--- config.mk ---
export PLATFORM = sky130hd
export DESIGN_NAME = imem_loader
export DESIGN_NICKNAME = d
export VERILOG_FILES = /design/src/rtl/wi23_defs.sv /design/src/rtl/imem_loader.sv
export SDC_FILE = /design/constraint.sdc
export NUM_CORES = 1
export LEC_CHECK = 0
export ABC_AREA = 1
export CAP_MARGIN = 5
export CELL_PAD_IN_SITES_DETAIL_PLACEMENT = 0
export CELL_PAD_IN_SITES_GLOBAL_PLACEMENT = 1
export CORE_ASPECT_RATIO = 1.2
export CORE_MARGIN = 2
export CORE_UTILIZATION = 41
export CTS_CLUSTER_DIAMETER = 50
export DETAILED_ROUTE_END_ITERATION = 12
export PLACE_DENSITY_LB_ADDON = 0.15
export SYNTH_ARGS = -nofsm -noshare
export SYNTH_HDL_FRONTEND = slang
export SYNTH_SLANG_ARGS = --single-unit
export TNS_END_PERCENT = 20
--- constraint.sdc ---
create_clock -name clk -period 2.26 [get_ports clk]
set_input_delay 0.226 -clock clk [delete_from_list [all_inputs] [get_ports clk]]
set_output_delay 0.226 -clock clk [all_outputs]
set_load 0.05 [all_outputs]
--- src/rtl/wi23_defs.sv ---
// wi23_defs: shared instruction-memory geometry and the loader state encoding.
package wi23_defs;

    localparam int IMEM_DEPTH = 8;
    localparam int IMEM_WIDTH = 32;
    localparam int IMEM_BYTES = IMEM_WIDTH / 8;

    typedef enum logic [2:0] {
        LD_IDLE,
        LD_LEN_LO,
        LD_LEN_HI,
        LD_DATA,
        LD_WRITE,
        LD_DONE,
        LD_ERR
    } loader_state_e;

endpackage

--- src/rtl/imem_loader.sv ---
// imem_loader: receives a length-prefixed byte stream and writes it word by word into imem while holding the core.
module imem_loader
    import wi23_defs::*;
#(
    parameter int TIMEOUT_CYCLES = 1000000
) (
    input  logic                  clk,
    input  logic                  rst_n,
    input  logic                  start_i,
    input  logic [7:0]            rx_data_i,
    input  logic                  rx_valid_i,
    output logic                  rx_ready_o,
    output logic                  we_o,
    output logic [IMEM_DEPTH-1:0] waddr_o,
    output logic [IMEM_WIDTH-1:0] wdata_o,
    output logic                  cpu_hold_o,
    output logic                  done_o,
    output logic                  err_o
);

    localparam int TW = $clog2(TIMEOUT_CYCLES + 1);
    localparam int BW = (IMEM_BYTES > 1) ? $clog2(IMEM_BYTES) : 1;
    localparam logic [TW-1:0]       T_ONE = 1;
    localparam logic [BW-1:0]       B_ONE = 1;
    localparam logic [IMEM_DEPTH:0] W_ONE = 1;

    loader_state_e          state_q, state_d;
    logic [15:0]            n_q;
    logic [IMEM_DEPTH:0]    wcnt_q;
    logic [BW-1:0]          bcnt_q;
    logic [TW-1:0]          tcnt_q;
    logic [IMEM_WIDTH-1:0]  word_q, asm;
    logic [IMEM_DEPTH-1:0]  waddr_q;
    logic [IMEM_WIDTH-1:0]  wdata_q;
    logic                   acc, restart, last_byte, timeout, too_big, all_written;
    logic [15:0]            len_full;
    logic [IMEM_DEPTH:0]    wcnt_inc;

    assign rx_ready_o  = state_q == LD_LEN_LO || state_q == LD_LEN_HI || state_q == LD_DATA;
    assign cpu_hold_o  = !(state_q == LD_IDLE || state_q == LD_DONE || state_q == LD_ERR);
    assign we_o        = state_q == LD_WRITE;
    assign done_o      = state_q == LD_DONE;
    assign err_o       = state_q == LD_ERR;
    assign waddr_o     = waddr_q;
    assign wdata_o     = wdata_q;

    assign acc         = rx_valid_i && rx_ready_o;
    assign restart     = start_i && !cpu_hold_o;
    assign last_byte   = bcnt_q == BW'(IMEM_BYTES - 1);
    assign timeout     = !acc && tcnt_q == TW'(TIMEOUT_CYCLES - 1);
    assign len_full    = {rx_data_i, n_q[7:0]};
    assign too_big     = 32'(len_full) > (32'd1 << IMEM_DEPTH);
    assign wcnt_inc    = wcnt_q + W_ONE;
    assign all_written = 32'(wcnt_inc) == 32'(n_q);

    // Drop the incoming byte into its lane of the word being assembled.
    always_comb begin
        asm = word_q;
        asm[8*bcnt_q +: 8] = rx_data_i;
    end

    // State register.
    always_ff @(posedge clk) begin
        if (!rst_n) state_q <= LD_IDLE;
        else        state_q <= state_d;
    end

    // Next-state logic; a stalled stream in any receiving state ends in ERR.
    always_comb begin
        state_d = state_q;
        case (state_q)
            LD_IDLE, LD_DONE, LD_ERR: state_d = restart ? LD_LEN_LO : state_q;
            LD_LEN_LO: state_d = timeout ? LD_ERR : acc ? LD_LEN_HI : state_q;
            LD_LEN_HI: state_d = timeout ? LD_ERR : !acc ? state_q :
                                 len_full == 16'd0 ? LD_DONE : too_big ? LD_ERR : LD_DATA;
            LD_DATA:   state_d = timeout ? LD_ERR : (acc && last_byte) ? LD_WRITE : state_q;
            LD_WRITE:  state_d = all_written ? LD_DONE : LD_DATA;
            default:   state_d = LD_IDLE;
        endcase
    end

    // Length, word assembly, write port registers and the byte-gap timer.
    always_ff @(posedge clk) begin
        if (!rst_n) begin
            n_q     <= '0;
            wcnt_q  <= '0;
            bcnt_q  <= '0;
            tcnt_q  <= '0;
            word_q  <= '0;
            waddr_q <= '0;
            wdata_q <= '0;
        end else begin
            if (state_q == LD_IDLE || restart) begin
                n_q    <= '0;
                wcnt_q <= '0;
                bcnt_q <= '0;
                tcnt_q <= '0;
            end else if (rx_ready_o) begin
                tcnt_q <= acc ? '0 : tcnt_q + T_ONE;
            end
            if (acc && state_q == LD_LEN_LO) n_q[7:0]  <= rx_data_i;
            if (acc && state_q == LD_LEN_HI) n_q[15:8] <= rx_data_i;
            if (acc && state_q == LD_DATA) begin
                word_q <= asm;
                bcnt_q <= last_byte ? '0 : bcnt_q + B_ONE;
                if (last_byte) begin
                    wdata_q <= asm;
                    waddr_q <= wcnt_q[IMEM_DEPTH-1:0];
                end
            end
            if (state_q == LD_WRITE) wcnt_q <= wcnt_inc;
        end
    end

endmodule

==> metrics.txt <==
# TYPE chip_impl_metric gauge
chip_impl_info{name="status",value="finished clean"} 1
chip_impl_metric{name="cts.sink_count",unit=""} 122
chip_impl_metric{name="wire_length_of_the_first_global_routing_pass",unit="mm"} 24.84
chip_impl_metric{name="worst_skew_pair.late_latency",unit="ns"} 0.41
chip_impl_metric{name="flow.area_growth_from_synthesis",unit="%"} 24.18
chip_impl_metric{name="report.final.hold_viol_count",unit=""} 0
chip_impl_metric{name="asyncSetResetFlopFracSynth",unit=""} 0
chip_impl_metric{name="max-clock-path-buffers",unit=""} 2
chip_impl_metric{name="fp.coreArea",unit="mm2"} 0.01382
chip_impl_metric{name="power.density",unit="mW/mm2"} 902.4
chip_impl_metric{name="grt.overflow.total",unit=""} 0
chip_impl_info{name="critPathCaptureType",value="output port"} 1
chip_impl_metric{name="finalCriticalPeriod",unit="ns"} 2.170
chip_impl_info{name="rsz0062_at_grt",value="false"} 1
chip_impl_metric{name="timing.max_cap.violations",unit=""} 0
chip_impl_metric{name="synth_cell_types",unit=""} 44
chip_impl_metric{name="switchingPower",unit="mW"} 1.942
chip_impl_metric{name="first_pass_iters",unit=""} 5
chip_impl_metric{name="drt_drc_violations_left",unit=""} 0
chip_impl_metric{name="share_comb_of_total_power",unit=""} 0.196
chip_impl_metric{name="via_count_of_the_first_global_routing_pass",unit=""} 5258
chip_impl_metric{name="final_core_density",unit=""} 0.5198
chip_impl_metric{name="finalWeightedCongestion",unit=""} 0.8376
chip_impl_metric{name="design.die.area",unit="mm2"} 0.01508
chip_impl_metric{name="final-max-slew-violation-count",unit=""} 0
chip_impl_metric{name="post-route-period-util",unit=""} 0.9604
chip_impl_metric{name="ios",unit=""} 57
chip_impl_metric{name="initial_utilization",unit=""} 0.4186
chip_impl_metric{name="place.detailed.hpwl",unit="mm"} 10.76
chip_impl_metric{name="placement.io_buffers",unit=""} 56
chip_impl_metric{name="power_report.internal_total",unit="mW"} 4.540
chip_impl_metric{name="critical_path_arrival",unit="ns"} 1.94
chip_impl_metric{name="place.detailed.instances",unit=""} 1014
chip_impl_info{name="start_kind",value="register"} 1
chip_impl_metric{name="worst_clock_skew_on_the_final_layout",unit="ns"} 0.007671
chip_impl_metric{name="final_layout_size_suffix_gt1_frac",unit=""} 0.09943
chip_impl_metric{name="static_leakage",unit="nW"} 2.861
chip_impl_metric{name="p_seq_frac",unit=""} 0.357
chip_impl_metric{name="cts_made_buffers",unit=""} 17
chip_impl_metric{name="detailed_route_wire_length",unit="mm"} 14.96
chip_impl_info{name="min_path_type",value="primary input to register"} 1
chip_impl_metric{name="netlist.area_leader.share",unit=""} 0.4222
chip_impl_metric{name="reg2reg_slack",unit="ns"} 0.27
chip_impl_metric{name="std_cell_rows",unit=""} 47
chip_impl_metric{name="layoutNonFillerInstCount",unit=""} 1046
chip_impl_metric{name="globalRouteTotalUtil",unit=""} 0.2038
chip_impl_info{name="postSynth.topFlopCell",value="sky130_fd_sc_hd__dfxtp_1"} 1
chip_impl_metric{name="cts.htree.levels",unit=""} 4
chip_impl_info{name="layout.cells.most_common",value="sky130_fd_sc_hd__nand2_1"} 1
chip_impl_metric{name="synth_edf_count",unit=""} 0
chip_impl_metric{name="ys_seq_area_frac",unit=""} 0.4222
chip_impl_metric{name="finalSetupViolations",unit=""} 0
chip_impl_metric{name="worst_ep_required_time",unit="ns"} 2.03
chip_impl_metric{name="synthesis.nets",unit=""} 824
chip_impl_info{name="netlist.top_cell.by_area",value="sky130_fd_sc_hd__dfxtp_1"} 1
chip_impl_metric{name="max_freq",unit="MHz"} 460.7
chip_impl_metric{name="route.detailed.vias_per_inst",unit=""} 5.229
chip_impl_metric{name="power.share.clock",unit=""} 0.447
chip_impl_metric{name="critPathMaxFanout",unit=""} 5
chip_impl_info{name="crit_type",value="register to output port"} 1
chip_impl_metric{name="post_synth_inst_count",unit=""} 804
chip_impl_metric{name="grt_start_max_net_pins",unit=""} 64
chip_impl_metric{name="die_x",unit="um"} 112.4
chip_impl_metric{name="swShare",unit=""} 0.2996
chip_impl_info{name="root_buffer",value="sky130_fd_sc_hd__clkbuf_16"} 1
chip_impl_metric{name="initialDrtViolationCount",unit=""} 275
chip_impl_metric{name="tightestPinTransition",unit="ns"} 0.5679
chip_impl_metric{name="avg_synthesized_cell_area",unit="um2"} 7.194
chip_impl_metric{name="antenna_cells_inserted",unit=""} 0
chip_impl_metric{name="vias",unit=""} 5470
chip_impl_metric{name="ys_ff_latch",unit=""} 122
chip_impl_metric{name="ant_nets",unit=""} 0
chip_impl_metric{name="synthesis.area",unit="mm2"} 0.005784
chip_impl_metric{name="yosys_warnings",unit=""} 0
chip_impl_info{name="ys_top_cells_by_area",value="sky130_fd_sc_hd__dfxtp_1, sky130_fd_sc_hd__nand2_1, sky130_fd_sc_hd__a21oi_1"} 1
chip_impl_metric{name="grt_antenna_before_repair",unit=""} 0
chip_impl_metric{name="design.final.nets",unit=""} 882
chip_impl_metric{name="route.detailed.wl_per_inst",unit="um"} 14.30
chip_impl_metric{name="slew-limit-headroom",unit=""} 0.6200
chip_impl_metric{name="clock_transition_time_at_the_flip_flop_clock_pins_of_the_worst_setup_and_hold_paths",unit="ns"} 0.05
chip_impl_info{name="final_cell_mix",value="sky130_fd_sc_hd__nand2_1, sky130_fd_sc_hd__dfxtp_1, sky130_fd_sc_hd__a21oi_1"} 1
chip_impl_metric{name="vdd_drop_max",unit="uV"} 754.6
chip_impl_info{name="tritoncts",value="yes"} 1
chip_impl_metric{name="y_dimension_of_the_die",unit="um"} 134.1
chip_impl_metric{name="setup_total_negative_slack",unit="ns"} 0
layer usage:
metal / wire [um] / part of all wire / vias up / track usage
li1: - / - / 2812 / -
met3: 606 / 0.041 / 28 / 0.04835
met1: 6935 / 0.46 / 2516 / 0.2550
met2: 7134 / 0.48 / 114 / 0.3373
met4: 284 / 0.019 / 0 / 0.08537
met5: 0 / 0 / - / 0
synthesized netlist by cell type (3+ instances only):
cell,n
sky130_fd_sc_hd__nor3_1,23
sky130_fd_sc_hd__a21oi_1,101
sky130_fd_sc_hd__clkinv_1,3
sky130_fd_sc_hd__nor2_1,87
sky130_fd_sc_hd__a22oi_1,15
sky130_fd_sc_hd__nor2_2,6
sky130_fd_sc_hd__nor2_4,4
sky130_fd_sc_hd__ha_1,8
sky130_fd_sc_hd__nor3_4,3
sky130_fd_sc_hd__buf_2,6
sky130_fd_sc_hd__o21ai_1,38
sky130_fd_sc_hd__o22ai_1,9
sky130_fd_sc_hd__nand2_2,4
sky130_fd_sc_hd__dfxtp_1,122
sky130_fd_sc_hd__inv_1,80
sky130_fd_sc_hd__buf_4,5
sky130_fd_sc_hd__a211oi_1,12
sky130_fd_sc_hd__clkbuf_1,17
sky130_fd_sc_hd__nand3_1,35
sky130_fd_sc_hd__nand4_1,9
sky130_fd_sc_hd__inv_2,8
sky130_fd_sc_hd__o21ai_0,30
sky130_fd_sc_hd__nand2_1,152
path summary, 6_finish.rpt:
| check | cells past startpoint | to | start |
|---|---|---|---|
| worst max-delay path | 5 | err_o | state_q[1] |
| worst min-delay path | 5 | tcnt_q[1] | rst_n |
| worst max register to register | 7 | word_q[25] | bcnt_q[1] |
| worst min register to register | 2 | n_q[12] | n_q[12] |
flip-flops by register name, summed over array words and instances, names as in the netlist:
name	flops
state_q	3
n_q	16
wcnt_q	9
wdata_o	32
waddr_o	8
bcnt_q	2
tcnt_q	20
word_q	32
metrics by stage:
stage	worst slack, ns	power, mW	hold WS [ns]	instance area, um2
2_1_floorplan	0.2545	3.263	0.3750	5784
3_3_place_gp	0.3077	3.614	0.4461	6541
3_5_place_dp	0.2791	3.628	0.4534	6541
4_1_cts	0.01347	6.541	0.1898	7178
5_1_grt	0.02960	6.789	0.2274	7183
6_report	0.08953	6.482	0.2083	7183
kinds of logic after synthesis:
kind of cell    synth area share
xor+xnor                0.003029
compound gates            0.2018
flops                     0.4222
fa+ha+maj                0.01731
buf+inv                  0.08609
simple gates              0.2695
worst max-delay path: stages (launching register included):
cell,delay (ns)
sky130_fd_sc_hd__dfxtp_1,0.42
sky130_fd_sc_hd__inv_1,0.06
sky130_fd_sc_hd__nor2_1,0.12
sky130_fd_sc_hd__nand2_1,0.08
sky130_fd_sc_hd__inv_1,0.06
sky130_fd_sc_hd__clkdlybuf4s50_1,0.79
power groups by stage:
| stage | Sequential [mW] | Combinational, mW | Clock [mW] |
|---|---|---|---|
| floorplan | 2.34 | 0.924 | 0 |
| global placement | 2.35 | 1.26 | 0 |
| detailed placement | 2.36 | 1.27 | 0 |
| CTS | 2.31 | 1.28 | 2.95 |
| global route | 2.32 | 1.41 | 3.05 |
| finish | 2.31 | 1.27 | 2.90 |
repair_timing:
item	CTS	global route
resized for setup	0	2
hold buffers	0	0
endpoints found under the hold margin	0	0
endpoints found under the setup margin	0	2
setup buffers	0	0
area by class of cell:
class / count / area (um2)
inverters: 92 / 347.8
flip-flops and latches: 122 / 2442
multi-input cells: 559 / 2844
fillers: 1332 / 6636
clock inverters: 12 / 170.2
repair buffers: 70 / 698.2
well taps: 171 / 214.0
clock buffers: 20 / 466.7
No activity file was read; power rests on OpenSTA's default activity.
